`src/rtl/key_pkg.sv`:
```
// Shared types and board defaults for the push-button input conditioner.
package key_pkg;

    typedef enum logic [1:0] {
        IDLE   = 2'd0,
        HELD   = 2'd1,
        REPEAT = 2'd2
    } key_state_e;

    // Defaults for the 100 MHz board clock.
    localparam int DEF_DEB_CYCLES    = 1_000_000;
    localparam int DEF_HOLD_CYCLES   = 50_000_000;
    localparam int DEF_REPEAT_CYCLES = 10_000_000;

    // Width of a counter that must hold values 0..n.
    function automatic int cnt_width(input int n);
        return (n < 2) ? 1 : $clog2(n + 1);
    endfunction

    function automatic int max_int(input int a, input int b);
        return (a > b) ? a : b;
    endfunction

endpackage

```
`src/rtl/key_input_if.sv`:
```
// Key pins and per-key event outputs of the input conditioner, one bit per key.
interface key_input_if #(
    parameter int NKEYS = 2
);

    logic [NKEYS-1:0] key;
    logic [NKEYS-1:0] key_level;
    logic [NKEYS-1:0] key_press;
    logic [NKEYS-1:0] key_release;
    logic [NKEYS-1:0] key_rpt;

    // Board side: drives the raw pins and consumes the events.
    modport master (
        output key,
        input  key_level,
        input  key_press,
        input  key_release,
        input  key_rpt
    );

    // Conditioner side.
    modport slave (
        input  key,
        output key_level,
        output key_press,
        output key_release,
        output key_rpt
    );

endinterface

```
`src/rtl/key_chan.sv`:
```
// One key: 2-flop synchroniser, debounce counter and press/release FSM.
// Auto-repeat (HELD -> REPEAT) is compiled in only when KEY_REPEAT_EN is defined.
module key_chan
    import key_pkg::*;
#(
    parameter int DEB_CYCLES     = DEF_DEB_CYCLES,
    parameter int HOLD_CYCLES    = DEF_HOLD_CYCLES,
    parameter int REPEAT_CYCLES  = DEF_REPEAT_CYCLES,
    parameter bit KEY_ACTIVE_LOW = 1'b1
) (
    input  logic clk_in,
    input  logic rst,
    input  logic key_i,
    output logic level_o,
    output logic press_o,
    output logic release_o,
    output logic rpt_o
);

    if (DEB_CYCLES < 2) begin : g_bad_deb
        $error("key_chan: DEB_CYCLES must be at least 2");
    end

`ifdef KEY_REPEAT_EN
    if (HOLD_CYCLES < 1 || REPEAT_CYCLES < 1) begin : g_bad_rpt
        $error("key_chan: HOLD_CYCLES and REPEAT_CYCLES must be at least 1");
    end
`else
    if (HOLD_CYCLES < 0 || REPEAT_CYCLES < 0) begin : g_bad_rpt
        $error("key_chan: HOLD_CYCLES and REPEAT_CYCLES must not be negative");
    end
`endif

    localparam int             DW      = cnt_width(DEB_CYCLES);
    localparam logic [DW-1:0]  DC_LAST = DW'(DEB_CYCLES - 1);

    // ------------------------------------------------------------------
    // Synchroniser; reset parks both flops at the released pin level.
    // ------------------------------------------------------------------
    logic sync1_q, sync2_q;
    logic pressed;

    always_ff @(posedge clk_in) begin
        // NOTE: sequential state uses non-blocking assignments so every flop
        // samples the pre-edge value of its source, independent of statement order.
        if (rst) begin
            sync1_q <= KEY_ACTIVE_LOW;
            sync2_q <= KEY_ACTIVE_LOW;
        end else begin
            sync1_q <= key_i;
            sync2_q <= sync1_q;
        end
    end

    assign pressed = sync2_q ^ KEY_ACTIVE_LOW;

    // ------------------------------------------------------------------
    // Debounce: accept a level change after DEB_CYCLES consecutive samples.
    // ------------------------------------------------------------------
    logic          deb_q, deb_d;
    logic [DW-1:0] dc_q, dc_d;

    always_comb begin
        // NOTE: defaults first so every path assigns every output (no latches).
        deb_d = deb_q;
        dc_d  = '0;
        if (pressed != deb_q) begin
            if (dc_q == DC_LAST) begin
                deb_d = pressed;
            end else begin
                dc_d = dc_q + 1'b1;
            end
        end
    end

    always_ff @(posedge clk_in) begin
        if (rst) begin
            deb_q <= 1'b0;
            dc_q  <= '0;
        end else begin
            deb_q <= deb_d;
            dc_q  <= dc_d;
        end
    end

    // ------------------------------------------------------------------
    // Event FSM; all outputs are registered here.
    // ------------------------------------------------------------------
    key_state_e state_q, state_d;
    logic       level_q, level_d;
    logic       press_q, press_d;
    logic       rel_q, rel_d;

`ifdef KEY_REPEAT_EN
    localparam int             HW        = cnt_width(max_int(HOLD_CYCLES, REPEAT_CYCLES));
    localparam logic [HW-1:0]  HOLD_LAST = HW'(HOLD_CYCLES - 1);
    localparam logic [HW-1:0]  RPT_LAST  = HW'(REPEAT_CYCLES - 1);

    logic [HW-1:0] hc_q, hc_d;
    logic          rpt_q, rpt_d;
`endif

    always_comb begin
        state_d = state_q;
        level_d = deb_q;
        press_d = 1'b0;
        rel_d   = 1'b0;
`ifdef KEY_REPEAT_EN
        rpt_d   = 1'b0;
        hc_d    = '0;
`endif
        case (state_q)
            IDLE: begin
                if (deb_q) begin
                    state_d = HELD;
                    press_d = 1'b1;
                end
            end
            HELD: begin
                // Release is checked first so it wins over a coincident repeat.
                if (!deb_q) begin
                    state_d = IDLE;
                    rel_d   = 1'b1;
                end
`ifdef KEY_REPEAT_EN
                else if (hc_q == HOLD_LAST) begin
                    state_d = REPEAT;
                    press_d = 1'b1;
                    rpt_d   = 1'b1;
                end else begin
                    hc_d = hc_q + 1'b1;
                end
`endif
            end
`ifdef KEY_REPEAT_EN
            REPEAT: begin
                if (!deb_q) begin
                    state_d = IDLE;
                    rel_d   = 1'b1;
                end else if (hc_q == RPT_LAST) begin
                    press_d = 1'b1;
                    rpt_d   = 1'b1;
                end else begin
                    hc_d = hc_q + 1'b1;
                end
            end
`endif
            default: begin
                state_d = IDLE;
            end
        endcase
    end

    always_ff @(posedge clk_in) begin
        if (rst) begin
            state_q <= IDLE;
            level_q <= 1'b0;
            press_q <= 1'b0;
            rel_q   <= 1'b0;
        end else begin
            state_q <= state_d;
            level_q <= level_d;
            press_q <= press_d;
            rel_q   <= rel_d;
        end
    end

`ifdef KEY_REPEAT_EN
    always_ff @(posedge clk_in) begin
        if (rst) begin
            hc_q  <= '0;
            rpt_q <= 1'b0;
        end else begin
            hc_q  <= hc_d;
            rpt_q <= rpt_d;
        end
    end

    assign rpt_o = rpt_q;
`else
    assign rpt_o = 1'b0;
`endif

    assign level_o   = level_q;
    assign press_o   = press_q;
    assign release_o = rel_q;

endmodule

```
`src/rtl/key_input.sv`:
```
// Push-button input conditioner: NKEYS independent synchronise/debounce/event channels.
// Optional auto-repeat is enabled by defining KEY_REPEAT_EN.
module key_input
    import key_pkg::*;
#(
    parameter int NKEYS          = 2,
    parameter int DEB_CYCLES     = DEF_DEB_CYCLES,
    parameter int HOLD_CYCLES    = DEF_HOLD_CYCLES,
    parameter int REPEAT_CYCLES  = DEF_REPEAT_CYCLES,
    parameter bit KEY_ACTIVE_LOW = 1'b1
) (
    input  logic         clk_in,
    input  logic         rst,
    key_input_if.slave   bus
);

    logic [NKEYS-1:0] level;
    logic [NKEYS-1:0] press;
    logic [NKEYS-1:0] rel;
    logic [NKEYS-1:0] rpt;

    for (genvar i = 0; i < NKEYS; i++) begin : g_chan
        key_chan #(
            .DEB_CYCLES     (DEB_CYCLES),
            .HOLD_CYCLES    (HOLD_CYCLES),
            .REPEAT_CYCLES  (REPEAT_CYCLES),
            .KEY_ACTIVE_LOW (KEY_ACTIVE_LOW)
        ) u_chan (
            .clk_in    (clk_in),
            .rst       (rst),
            .key_i     (bus.key[i]),
            .level_o   (level[i]),
            .press_o   (press[i]),
            .release_o (rel[i]),
            .rpt_o     (rpt[i])
        );
    end

    assign bus.key_level   = level;
    assign bus.key_press   = press;
    assign bus.key_release = rel;
    assign bus.key_rpt     = rpt;

endmodule

```
`src/flat_wrapper.sv`:
```
// flat-port wrapper written by rule: the top's interface ports become plain ports
module key_input_flat import key_pkg::*;
#(
    parameter int NKEYS          = 2,
    parameter int DEB_CYCLES     = DEF_DEB_CYCLES,
    parameter int HOLD_CYCLES    = DEF_HOLD_CYCLES,
    parameter int REPEAT_CYCLES  = DEF_REPEAT_CYCLES,
    parameter bit KEY_ACTIVE_LOW = 1'b1
)
  (clk_in, rst, bus_key, bus_key_level, bus_key_press, bus_key_release, bus_key_rpt);
  key_input_if #(.NKEYS(NKEYS)) bus_i ();
  input  logic clk_in;
  input  logic rst;
  input wire logic [$bits(bus_i.key)-1:0] bus_key;
  output wire logic [$bits(bus_i.key_level)-1:0] bus_key_level;
  output wire logic [$bits(bus_i.key_press)-1:0] bus_key_press;
  output wire logic [$bits(bus_i.key_release)-1:0] bus_key_release;
  output wire logic [$bits(bus_i.key_rpt)-1:0] bus_key_rpt;
  assign bus_i.key = bus_key;
  assign bus_key_level = bus_i.key_level;
  assign bus_key_press = bus_i.key_press;
  assign bus_key_release = bus_i.key_release;
  assign bus_key_rpt = bus_i.key_rpt;
  key_input #(.NKEYS(NKEYS), .DEB_CYCLES(DEB_CYCLES), .HOLD_CYCLES(HOLD_CYCLES), .REPEAT_CYCLES(REPEAT_CYCLES), .KEY_ACTIVE_LOW(KEY_ACTIVE_LOW)) u_core (.clk_in(clk_in), .rst(rst), .bus(bus_i));
endmodule
```
`config.mk`:
```
export PLATFORM = sky130hd
export DESIGN_NAME = key_input_flat
export DESIGN_NICKNAME = d
export VERILOG_FILES = /design/src/rtl/key_pkg.sv /design/src/rtl/key_input_if.sv /design/src/rtl/key_chan.sv /design/src/rtl/key_input.sv /design/src/flat_wrapper.sv
export SDC_FILE = /design/constraint.sdc
export NUM_CORES = 1
export LEC_CHECK = 0
export CORE_AREA = 2 2 91 93
export CTS_BUF_LIST = sky130_fd_sc_hd__clkbuf_2 sky130_fd_sc_hd__clkbuf_4 sky130_fd_sc_hd__clkbuf_8
export DETAILED_ROUTE_END_ITERATION = 16
export DIE_AREA = 0 0 93 95
export PLACE_DENSITY = 0.41
export RECOVER_POWER = 100
export SLEW_MARGIN = 20
export SYNTH_ARGS = -nofsm -noshare
export SYNTH_HDL_FRONTEND = slang
export SYNTH_SLANG_ARGS = --single-unit
```
`constraint.sdc`:
```
create_clock -name clk_in -period 2.3 [get_ports clk_in]
set_clock_uncertainty 0.1 [all_clocks]
set_input_delay 0.69 -clock clk_in [delete_from_list [all_inputs] [get_ports clk_in]]
set_output_delay 0.69 -clock clk_in [all_outputs]
set_load 0.1 [all_outputs]
```
# [Word level (Yosys, flattened, before mapping)]
# Index checks and enable logic that the tools add are counted.
# Widths: inputs -> output; s select.
[op_classes] add_sub_neg=2 n_eq_ne=10 muxes=10 n_bitwise=8 reduce_logical=12
[op_table] cell="$add 20x1->20 const B" n=2
[op_table] cell="$eq 20x20->1 const B" n=2
[op_table] cell="$mux 2" n=4
[op_table] cell="$ne 2x2->1 const B" n=4
[op_table] cell="$not 1->1" n=8
[op_table] cell="$pmux 2 s2" n=2
[op_table] cell="$reduce_and 2->1" n=4
[op_table] cell="$reduce_or 2->1" n=4
[op_table] cell="$reduce_or 3->1" n=2
[op_table] cell="$eq 2x1->1 const B" n=2
[op_table] cell="$logic_not 2->1" n=2
[op_table] cell="$mux 1" n=4
[op_table] cell="$ne 1x1->1" n=2
[totals] register_bits=56 output_inout_bits=8 wordCells=58

# [Logic depth before layout (Yosys ltp)]
# Gate-level depths: netlist of the first run.
[logic_depth] depth_word=4 mapped_depth=7 mapped_depth_nobuf=5

# [Hierarchy]
# From an unflattened synthesis of the first run, not the netlist that was laid out.
[hier_totals] cells_unflattened=242 area_unflattened_um2=2309.7
[by_module_without_submodules] module="key_chan" n_inst=2 cells_each=121 area_per_inst_um2=1154.9 seq_area_each_um2=540.5

# [Worst setup path before layout of the first run]
# OpenSTA, ideal clock, no wires.
[synth_timing] path_kind="reg-to-reg" startpoint="register u_core.g_chan[1].u_chan.dc_q[0]" endpoint="register u_core.g_chan[1].u_chan.dc_q[18]" setup_time_ns=0.066 t_arrival_ns=1.901 required_ns=2.134 setup_slack_ns=0.233 path_stages_with_launch=7 synth_period_minus_slack_ns=2.067 path_cell_list="dfxtp_1 ha_1 nand3_1 or4_1 buf_2 or4_4 a21oi_2"
[synth_via] elab_chain_cells=2
[synth_lines] item="start: declaration" line="key_chan.sv:61" source="logic [DW-1:0] dc_q, dc_d;"
[synth_lines] item="start signal: assignment" line="key_chan.sv:79" source="dc_q <= '0;"
[synth_lines] item="start signal: assignment" line="key_chan.sv:82" source="dc_q <= dc_d;"
[synth_lines] item="branches (longest 2 deep; another with $add 20x1->20)"
# Several ways; the timed one is not identified.
# A chain may end at the register's enable or synchronous reset.

# [Final worst setup path of the first run]
[layout_timing] startpoint="register u_core.g_chan[1].u_chan.dc_q[7]" endpoint="register u_core.g_chan[1].u_chan.dc_q[10]"
# The elaborated chain is that of the path after synthesis.

==> results.cfg, run 1 <==
[critical_path]
crit_path_start_kind = flip-flop
arrival_ps = 2210
rrSetupSlack_ps = 210
crit_fanout = 9
critPathRequiredTime_ps = 2410
rr_worst_depth = 5
worst-setup-path-type = flip-flop to flip-flop
reg2reg_to = u_core.g_chan[1].u_chan.dc_q[10]
endpoint_kind = flip-flop
reg2reg_from = u_core.g_chan[1].u_chan.dc_q[7]

[synth]
synth_edf_count = 0
syn-instance-count = 248
ys_async_sr_fraction = 0
ys.flop_type = dfxtp_1
syn_area_um2 = 2270
avgSynthCellArea_um2 = 9.17
ys_seq_area_frac = 0.475
ys_ff_latch = 54
synth-warning-count = 0
yosysUniqueCellTypes = 39

[clocking]
htreeDepth = 2
clk_pin_slew_worst_paths_ps = 110
cts_tree = done
root_buffer = clkbuf_8
post_cts_buffers = 0
cts_num_sinks = 54
cts_max_path_buffers = 2
cts_resized = 0
hold_buffers = 0
clkLatencyLatePin_ps = 320
cts_buffers = 5

[power_and_ir_drop]
ir_drop_v = 0.000222
power_leakage_uw = 0.000783
p_total_uw = 1550
power_density_nw_per_um2 = 619

[route]
num_vias = 1655
drc = 0
drtPass1Iterations = 4
drt_wl_total_um = 4180
first_iter_violations = 37
via_per_inst = 4.57
wl_per_cell_um = 11.5
postRouteAntennaNets = 0

[timing]
min_period_ps = 2090
final_hold_viol_count = 0
maxSlewHeadroom = 0.635
slew_viol_final = 0
fin_crit_sh = 0.910
fin_setup_tns_ps = 0
max_freq_mhz = 478
worst_slack_ps = 206
tightest_slew_ps = 542
setup_violations = 0
grt_setup_unrepaired = false

[final_layout]
finish.utilization = 0.316
area_growth_pct = 10.0
drive_gt1_frac = 0.109
nNetsFinal = 262
antenna_cells = 0

[floorplanning]
die_h_um = 95
die_w_um = 93
start_util = 0.287
placementRows = 33
dieArea_um2 = 8840
core_um2 = 7930
ios = 12

[placed_design]
dp_hpwl_um = 2920
gp_congestion = 0.694
dp_slack_ps = 212
numPortBuffers = 9

[hold_path]
worstHoldStart = u_core.g_chan[1].u_chan.state_q[0]
hold_class = flip-flop to flip-flop
whs_path_depth = 1
min_to = u_core.g_chan[1].u_chan.press_o

[global_routing]
grt_pass1_vias = 1577
antenna_found_initial = 0
grt_pass1_wl_um = 7260
grt-ovfl-total = 0
track_usage = 0.104
grt_max_degree = 20

[status]
status = complete, no violations

[flow_run]
max_cap_violations = 0
[sequential cells by signal, indices dropped and copies added, names as in the netlist]
signal                          cells
u_core.g_chan.u_chan.dc_q          40
u_core.g_chan.u_chan.deb_q          2
u_core.g_chan.u_chan.level_o        2
u_core.g_chan.u_chan.press_o        2
u_core.g_chan.u_chan.release_o      2
u_core.g_chan.u_chan.state_q        2
u_core.g_chan.u_chan.sync1_q        2
u_core.g_chan.u_chan.sync2_q        2
[stage by stage]
stage | cells | hold slack, ps | cell area [um2]
floorplan | 249 | 283 | 2280
global placement | 354 | 297 | 2450
detailed placement | 354 | 300 | 2450
CTS | 362 | 318 | 2550
global route | 362 | 327 | 2500
finish | 362 | 313 | 2500
[Yosys cell counts, types with 6 or more instances]
| library cell | instances | area share |
|---|---|---|
| or3_1 | 9 | 0.025 |
| dfxtp_1 | 54 | 0.48 |
| a21oi_1 | 14 | 0.031 |
| buf_4 | 10 | 0.033 |
| nand4_1 | 7 | 0.019 |
| or4_1 | 9 | 0.030 |
| o21ai_0 | 8 | 0.018 |
| nand2_1 | 7 | 0.012 |
| nor2b_1 | 6 | 0.017 |
| nand3_1 | 13 | 0.029 |
| o31ai_1 | 6 | 0.020 |
| inv_1 | 8 | 0.013 |
| xnor2_1 | 14 | 0.054 |
| xor2_1 | 10 | 0.039 |
| nor2_1 | 29 | 0.048 |
[critical path, cell delays in order, from the launching register on]
cell and delay (ps):
dfxtp_1 380, or4_1 540, nor4_1 500, a21o_1 210, clkbuf_4 200, nor2_1 60
[metal layers]
layer / wire, um / GRT usage / vias to the layer above
li1: - / - / 866
met1: 2240 / 0.139 / 772
met2: 1790 / 0.159 / 15
met3: 115 / 0.0295 / 2
met4: 30 / 0.0404 / 0
met5: 0 / 0 / -
[cells by family (layout without fill, tap and decap cells)]
kind of cell    count (synthesis)  in the layout  synth area share
simple gates                  109            109             0.272
flops                          54             54             0.475
compound gates                 34             34            0.0902
xor+xnor                       24             24            0.0924
buf+inv                        24             32            0.0578
fa+ha+maj                       2              2            0.0110
other cells                     1              2           0.00165
[cell usage in the layout (no fill, tap or decap), types with 7 or more instances in the layout]
master / netlist / routed
a21oi_1: 14 / 15
or4_1: 9 / 9
xnor2_1: 14 / 14
xor2_1: 10 / 10
nand4_1: 7 / 7
nand2_1: 7 / 7
dfxtp_1: 54 / 54
inv_1: 8 / 8
nor2_1: 29 / 29
nand3_1: 13 / 13
o21ai_0: 8 / 8
or3_1: 9 / 9
[cell type report]
type                            instances  area [um2]
Clock inverter                          3        28.8
Timing Repair Buffer                   16         113
Tap cell                              105         131
Multi-Input combinational cell        171        1050
Fill cell                             866        5430
Clock buffer                            5        68.8
Sequential cell                        54        1080
Inverter                                8        30.0
[where the power goes]
group	total, uW	internal (uW)	switching [uW]
Sequential	942	939	2.79
Clock	569	227	342
Combinational	38.1	11.8	26.2
Total	1550	1180	371
[how the worst max path moves through the flow]
stage,endpoint,start,slack [ps],cells after the start
5_1_grt,u_core.g_chan[1].u_chan.dc_q[14],u_core.g_chan[1].u_chan.dc_q[0],4,6
6_report,u_core.g_chan[1].u_chan.dc_q[10],u_core.g_chan[1].u_chan.dc_q[7],210,5
3_5_place_dp,u_core.g_chan[1].u_chan.dc_q[14],u_core.g_chan[1].u_chan.dc_q[0],210,6
2_1_floorplan,u_core.g_chan[1].u_chan.dc_q[18],u_core.g_chan[1].u_chan.dc_q[0],230,6
4_1_cts,u_core.g_chan[1].u_chan.dc_q[14],u_core.g_chan[1].u_chan.dc_q[0],190,6
3_3_place_gp,u_core.g_chan[1].u_chan.dc_q[16],u_core.g_chan[1].u_chan.dc_q[0],260,6
Power figures use the tool's default switching activity.
==> inputs of run 2 (changes only) <==
--- a/config.mk
+++ b/config.mk
@@ -9,7 +9,7 @@
 export CTS_BUF_LIST = sky130_fd_sc_hd__clkbuf_2 sky130_fd_sc_hd__clkbuf_4 sky130_fd_sc_hd__clkbuf_8
 export DETAILED_ROUTE_END_ITERATION = 16
 export DIE_AREA = 0 0 93 95
-export PLACE_DENSITY = 0.41
+export PLACE_DENSITY = 0.42
 export RECOVER_POWER = 100
 export SLEW_MARGIN = 20
 export SYNTH_ARGS = -nofsm -noshare
==> constraint.sdc (replaced) <==
create_clock -name clk_in -period 1.9 [get_ports clk_in]
set_clock_uncertainty 0.1 [all_clocks]
set_input_delay 0.57 -clock clk_in [delete_from_list [all_inputs] [get_ports clk_in]]
set_output_delay 0.57 -clock clk_in [all_outputs]
set_load 0.1 [all_outputs]
==> run 2 against run 1 <==
Against the previous run:
- register-to-register slack lost 200 ps
- power grew 24%
- sequential cell count is the same
- utilization grew 5.9 points
- combinational power grew 51%
- sequential share of layout area shrank 6.4 points
- sequential power grew 21%
- setup slack lost 200 ps
- global-route usage shrank 0.17 points
==> results.cfg, run 2 (synthesized netlist as in run 1, its figures left out) <==
[power_and_ir_drop]
ir_drop_v = 0.000270
power_leakage_uw = 0.00103
power_density_nw_per_um2 = 646

[final_layout]
finalInstanceArea_um2 = 2970
mostFrequentLayoutCell = dfxtp_1
final_cell_mix = dfxtp_1, buf_4, nor2_1
largest_register_ffs = 40
finish.utilization = 0.375
regMostFlops = u_core.g_chan.u_chan.dc_q
drive_gt1_frac = 0.292
area_growth_pct = 30.7
nNetsFinal = 303
antenna_cells = 0

[status]
status = complete, no violations

[route]
drt_wl_total_um = 4470
num_vias = 1815
drc = 0
via_per_inst = 4.50
drtPass1Iterations = 4
first_iter_violations = 57
postRouteAntennaNets = 0
wl_per_cell_um = 11.1

[global_routing]
grt_max_degree = 20
grt_pass1_wl_um = 7250
grt-ovfl-total = 0
track_usage = 0.102
antenna_found_initial = 0
grt_pass1_vias = 1593

[critical_path]
arrival_ps = 2030
slowest_stage = or4_4
slowest_delay_ps = 560
crit_top_cell = or4_4
rrSetupSlack_ps = 9
endpoint_kind = flip-flop
path_buf_inv = 1
critPathTopFamily = simple AND/OR/NAND/NOR gates
critPathRequiredTime_ps = 2040
path_cells = buf_6 > nand3_4 > or4_4 > or4_4 > a21oi_2
crit_fanout = 7
worst-setup-path-type = flip-flop to flip-flop
crit_path_start_kind = flip-flop

[flow_run]
max_cap_violations = 0

[timing]
min_period_ps = 1890
fin_crit_sh = 0.995
maxSlewHeadroom = 0.640
setup_violations = 0
slew_viol_final = 0
max_freq_mhz = 529
fin_setup_tns_ps = 0
final_hold_viol_count = 0
tightest_slew_ps = 543
grt_setup_unrepaired = true

[clocking]
htreeDepth = 2
clk_pin_slew_worst_paths_ps = 100
hold_buffers = 0
cts_num_sinks = 54
cts_max_path_buffers = 2
cts_tree = done
root_buffer = clkbuf_8
cts_buffers = 5
clkLatencyLatePin_ps = 300

[floorplanning]
die_h_um = 95
die_w_um = 93
ios = 12
dieArea_um2 = 8840
placementRows = 33
start_util = 0.287
core_um2 = 7930

[hold_path]
hold_class = flip-flop to flip-flop

[placed_design]
post_dp_cell_area_um2 = 2800
dp_hpwl_um = 3090
gp_congestion = 0.733
numPortBuffers = 9
run 2: cell count changes in the layout (fill, tap and decap cells not counted), moves of 4 or more:
cell and change:
clkbuf_2 -4, dfxtp_2 +7, buf_2 +4, buf_4 +32, dfxtp_1 -8
run 2: worst paths after layout:
kind / from / end / depth (start not counted)
worst max-delay path: u_core.g_chan[1].u_chan.dc_q[8] / u_core.g_chan[1].u_chan.dc_q[18] / 5
worst min-delay path: u_core.g_chan[0].u_chan.state_q[0] / u_core.g_chan[0].u_chan.press_o / 1
worst max register to register: u_core.g_chan[1].u_chan.dc_q[8] / u_core.g_chan[1].u_chan.dc_q[18] / 5
worst min register to register: u_core.g_chan[0].u_chan.state_q[0] / u_core.g_chan[0].u_chan.press_o / 1
run 2: per-stage QoR:
step	hold slack (ps)	std cells	power (uW)	worst slack [ps]
finish	305	403	1920	8.90
CTS	309	395	1960	11.8
global placement	293	387	1220	-27.0
global route	325	403	2020	-46.6
floorplan	283	249	1200	-17.2
detailed placement	296	387	1220	-58.1
run 2: repair_timing:
| action | CTS | global route |
|---|---|---|
| cloned | 0 | 1 |
| gates resized for setup | 2 | 20 |
| setup buffers | 0 | 7 |
| endpoints found under the setup margin | 2 | 34 |
| pin swaps | 0 | 14 |
run 2: layout make-up:
| type | instances | area (um2) |
|---|---|---|
| Fill cell | 837 | 4950 |
| Multi-Input combinational cell | 171 | 1140 |
| Sequential cell | 54 | 1090 |
| Timing Repair Buffer | 57 | 463 |
| Tap cell | 105 | 131 |
| Clock buffer | 8 | 110 |
| Inverter | 8 | 30.0 |
run 2: power breakdown:
group	internal, uW	switching (uW)
Combinational	22.6	34.9
Clock	369	359
Sequential	1130	2.77
Total	1530	396
run 2: metal layers:
layer,track usage,share of wire,vias up
li1,-,-,952
met1,0.147,0.54,835
met2,0.144,0.42,21
met3,0.0303,0.035,7
met4,0.0368,0.014,0
met5,0,0,-
==> patch (flow settings as in run 2) <==
Re-encode `key_state_e` (3 states) as one-hot, 3 bits wide.
--- a/src/rtl/key_pkg.sv
+++ b/src/rtl/key_pkg.sv
@@ -1,10 +1,10 @@
 // Shared types and board defaults for the push-button input conditioner.
 package key_pkg;
 
-    typedef enum logic [1:0] {
-        IDLE   = 2'd0,
-        HELD   = 2'd1,
-        REPEAT = 2'd2
+    typedef enum logic [2:0] {
+        IDLE   = 3'b001,
+        HELD   = 3'b010,
+        REPEAT = 3'b100
     } key_state_e;
 
     // Defaults for the 100 MHz board clock.
Behaviour: no difference found for any inputs over 10 cycles, from zero or initial values and one cycle with rst high; not proved beyond that.
==> patch against run 2 <==
Critical path depth is 1 lower; power rose by 0.57%; routed wire length grew 0.49%; global-route usage is 1.0 points higher; highest routed layer unchanged; critical path type unchanged; maximum frequency rose by 4.7%; synthesized area is 4.6% higher; setup slack improved by 0.085 ns; sequential cell count is 2 higher; count of clock-buffer cells in the layout is 3 lower; cell count is 2.0% lower; final area fell by 7.1%.
==> patch: results (changes against run 2) <==
status finished clean; Worst Min Path Start u_core.g_chan[1].u_chan.sync1_q; peak supply drop 0.315 mV (+17%); PD cells 700 mW/mm^2 (+8.2%); invs w/o clock 7 (-1); Signal buffers 35 (-39%); Yosys cell types 35 (-10%); routability cong. 0.720 (-1.8%); Non-Filler Instances 395 (-2.0%); met3 usage 2.71% (-0.32 points); first-pass GRT wire length 7.96 mm (+9.9%); clk pwr 0.703 mW (-3.3%); crit path DAT 1.95 ns (-0.08 ns); post_cts resized 0 (-2); crit-path max FO 5 (-2); initial drt markers 75 (+32%); Post-DP HPWL 3.28 mm (+6.2%); met3 WL 118 um (-25%); Synth top cells by count dfxtp_1 (56), nor2_1 (32), xor2_1 (17), nand3_1 (15), nand4_1 (15); Critical path origin u_core.g_chan[1].u_chan.dc_q[3]; P_seq 1.18 mW (+4%); Crit path largest cell delay 0.58 ns (+0.02 ns); cell-internal power 1.47 mW (-3.9%); post-synthesis average cell area 9.05 sq um (-1.3%); FF/Latch Area 0.00112 sq mm (+2.5%); post-synthesis compound-gate area fraction 5.68% (-3.3 points); Tot GR Track Use 11.3% (+1.0 points); synth-to-layout area growth 16.1%; GRT met1 Usage 14.8% (+0.12 points); via count 1815 (unchanged); multi-input gate share of total cell area 41.0% (+2.5 points); Adder-Cell Fraction of Synth Area 1.05% (-0.049 points); Multi-Input Combinational 184 (+7.6%); Layout fillers 842 (+0.60%); Non-clock buffer share 9.24% (-6.3 points); WL/cell 11.4 um (+2.5%); clock-cell share of area 3.49% (-0.22 points); Post-DP Area 0.00277 sq mm (-1.1%); Static Leak 0.938 nW (-9.3%); launching point of the worst reg2reg path u_core.g_chan[1].u_chan.dc_q[3]; worst slack at placement -0.0441 ns (+0.0140 ns); met2 Resource Use GR 18.4% (+4.0 points); #FFs+latches synth 56 (+3.7%); met2 WL 2.04 mm (+9.5%); post-synthesis sequential area ratio 47.1% (-0.42 points); M1 WL 2.28 mm (-4.6%); CTS root buf clkbuf_8; XOR/XNOR share of the synthesized area 11.0% (+1.8 points); share of layout cells above drive strength 1 16.6% (-13 points); layout net count 295 (-2.6%)
==> patch: cell types whose count changed after synthesis, moves of 4 or more <==
| cell | run 2 | this run |
|---|---|---|
| xor2_1 | 10 | 17 |
| nand4_1 | 7 | 15 |
| nand2_1 | 7 | 13 |
| a21oi_1 | 14 | 10 |
| nor2b_1 | 6 | 2 |
| nor4_1 | 2 | 7 |
| o31ai_1 | 6 | 2 |
| or4_1 | 9 | 4 |
==> patch: worst max-delay path, delay by kind of cell (launching register included) <==
family	cells	cell delay [ns]
simple gates	3	1.05
flops	1	0.42
compound gates	1	0.15
==> patch: worst paths after layout <==
| path | cells past startpoint | to | slack [ns] |
|---|---|---|---|
| setup / recovery | 4 | u_core.g_chan[1].u_chan.dc_q[17] | 0.09 |
| hold reg to reg | 1 | u_core.g_chan[1].u_chan.sync2_q | 0.32 |
| hold / removal | 1 | u_core.g_chan[1].u_chan.sync2_q | 0.32 |
| setup reg to reg | 4 | u_core.g_chan[1].u_chan.dc_q[17] | 0.09 |
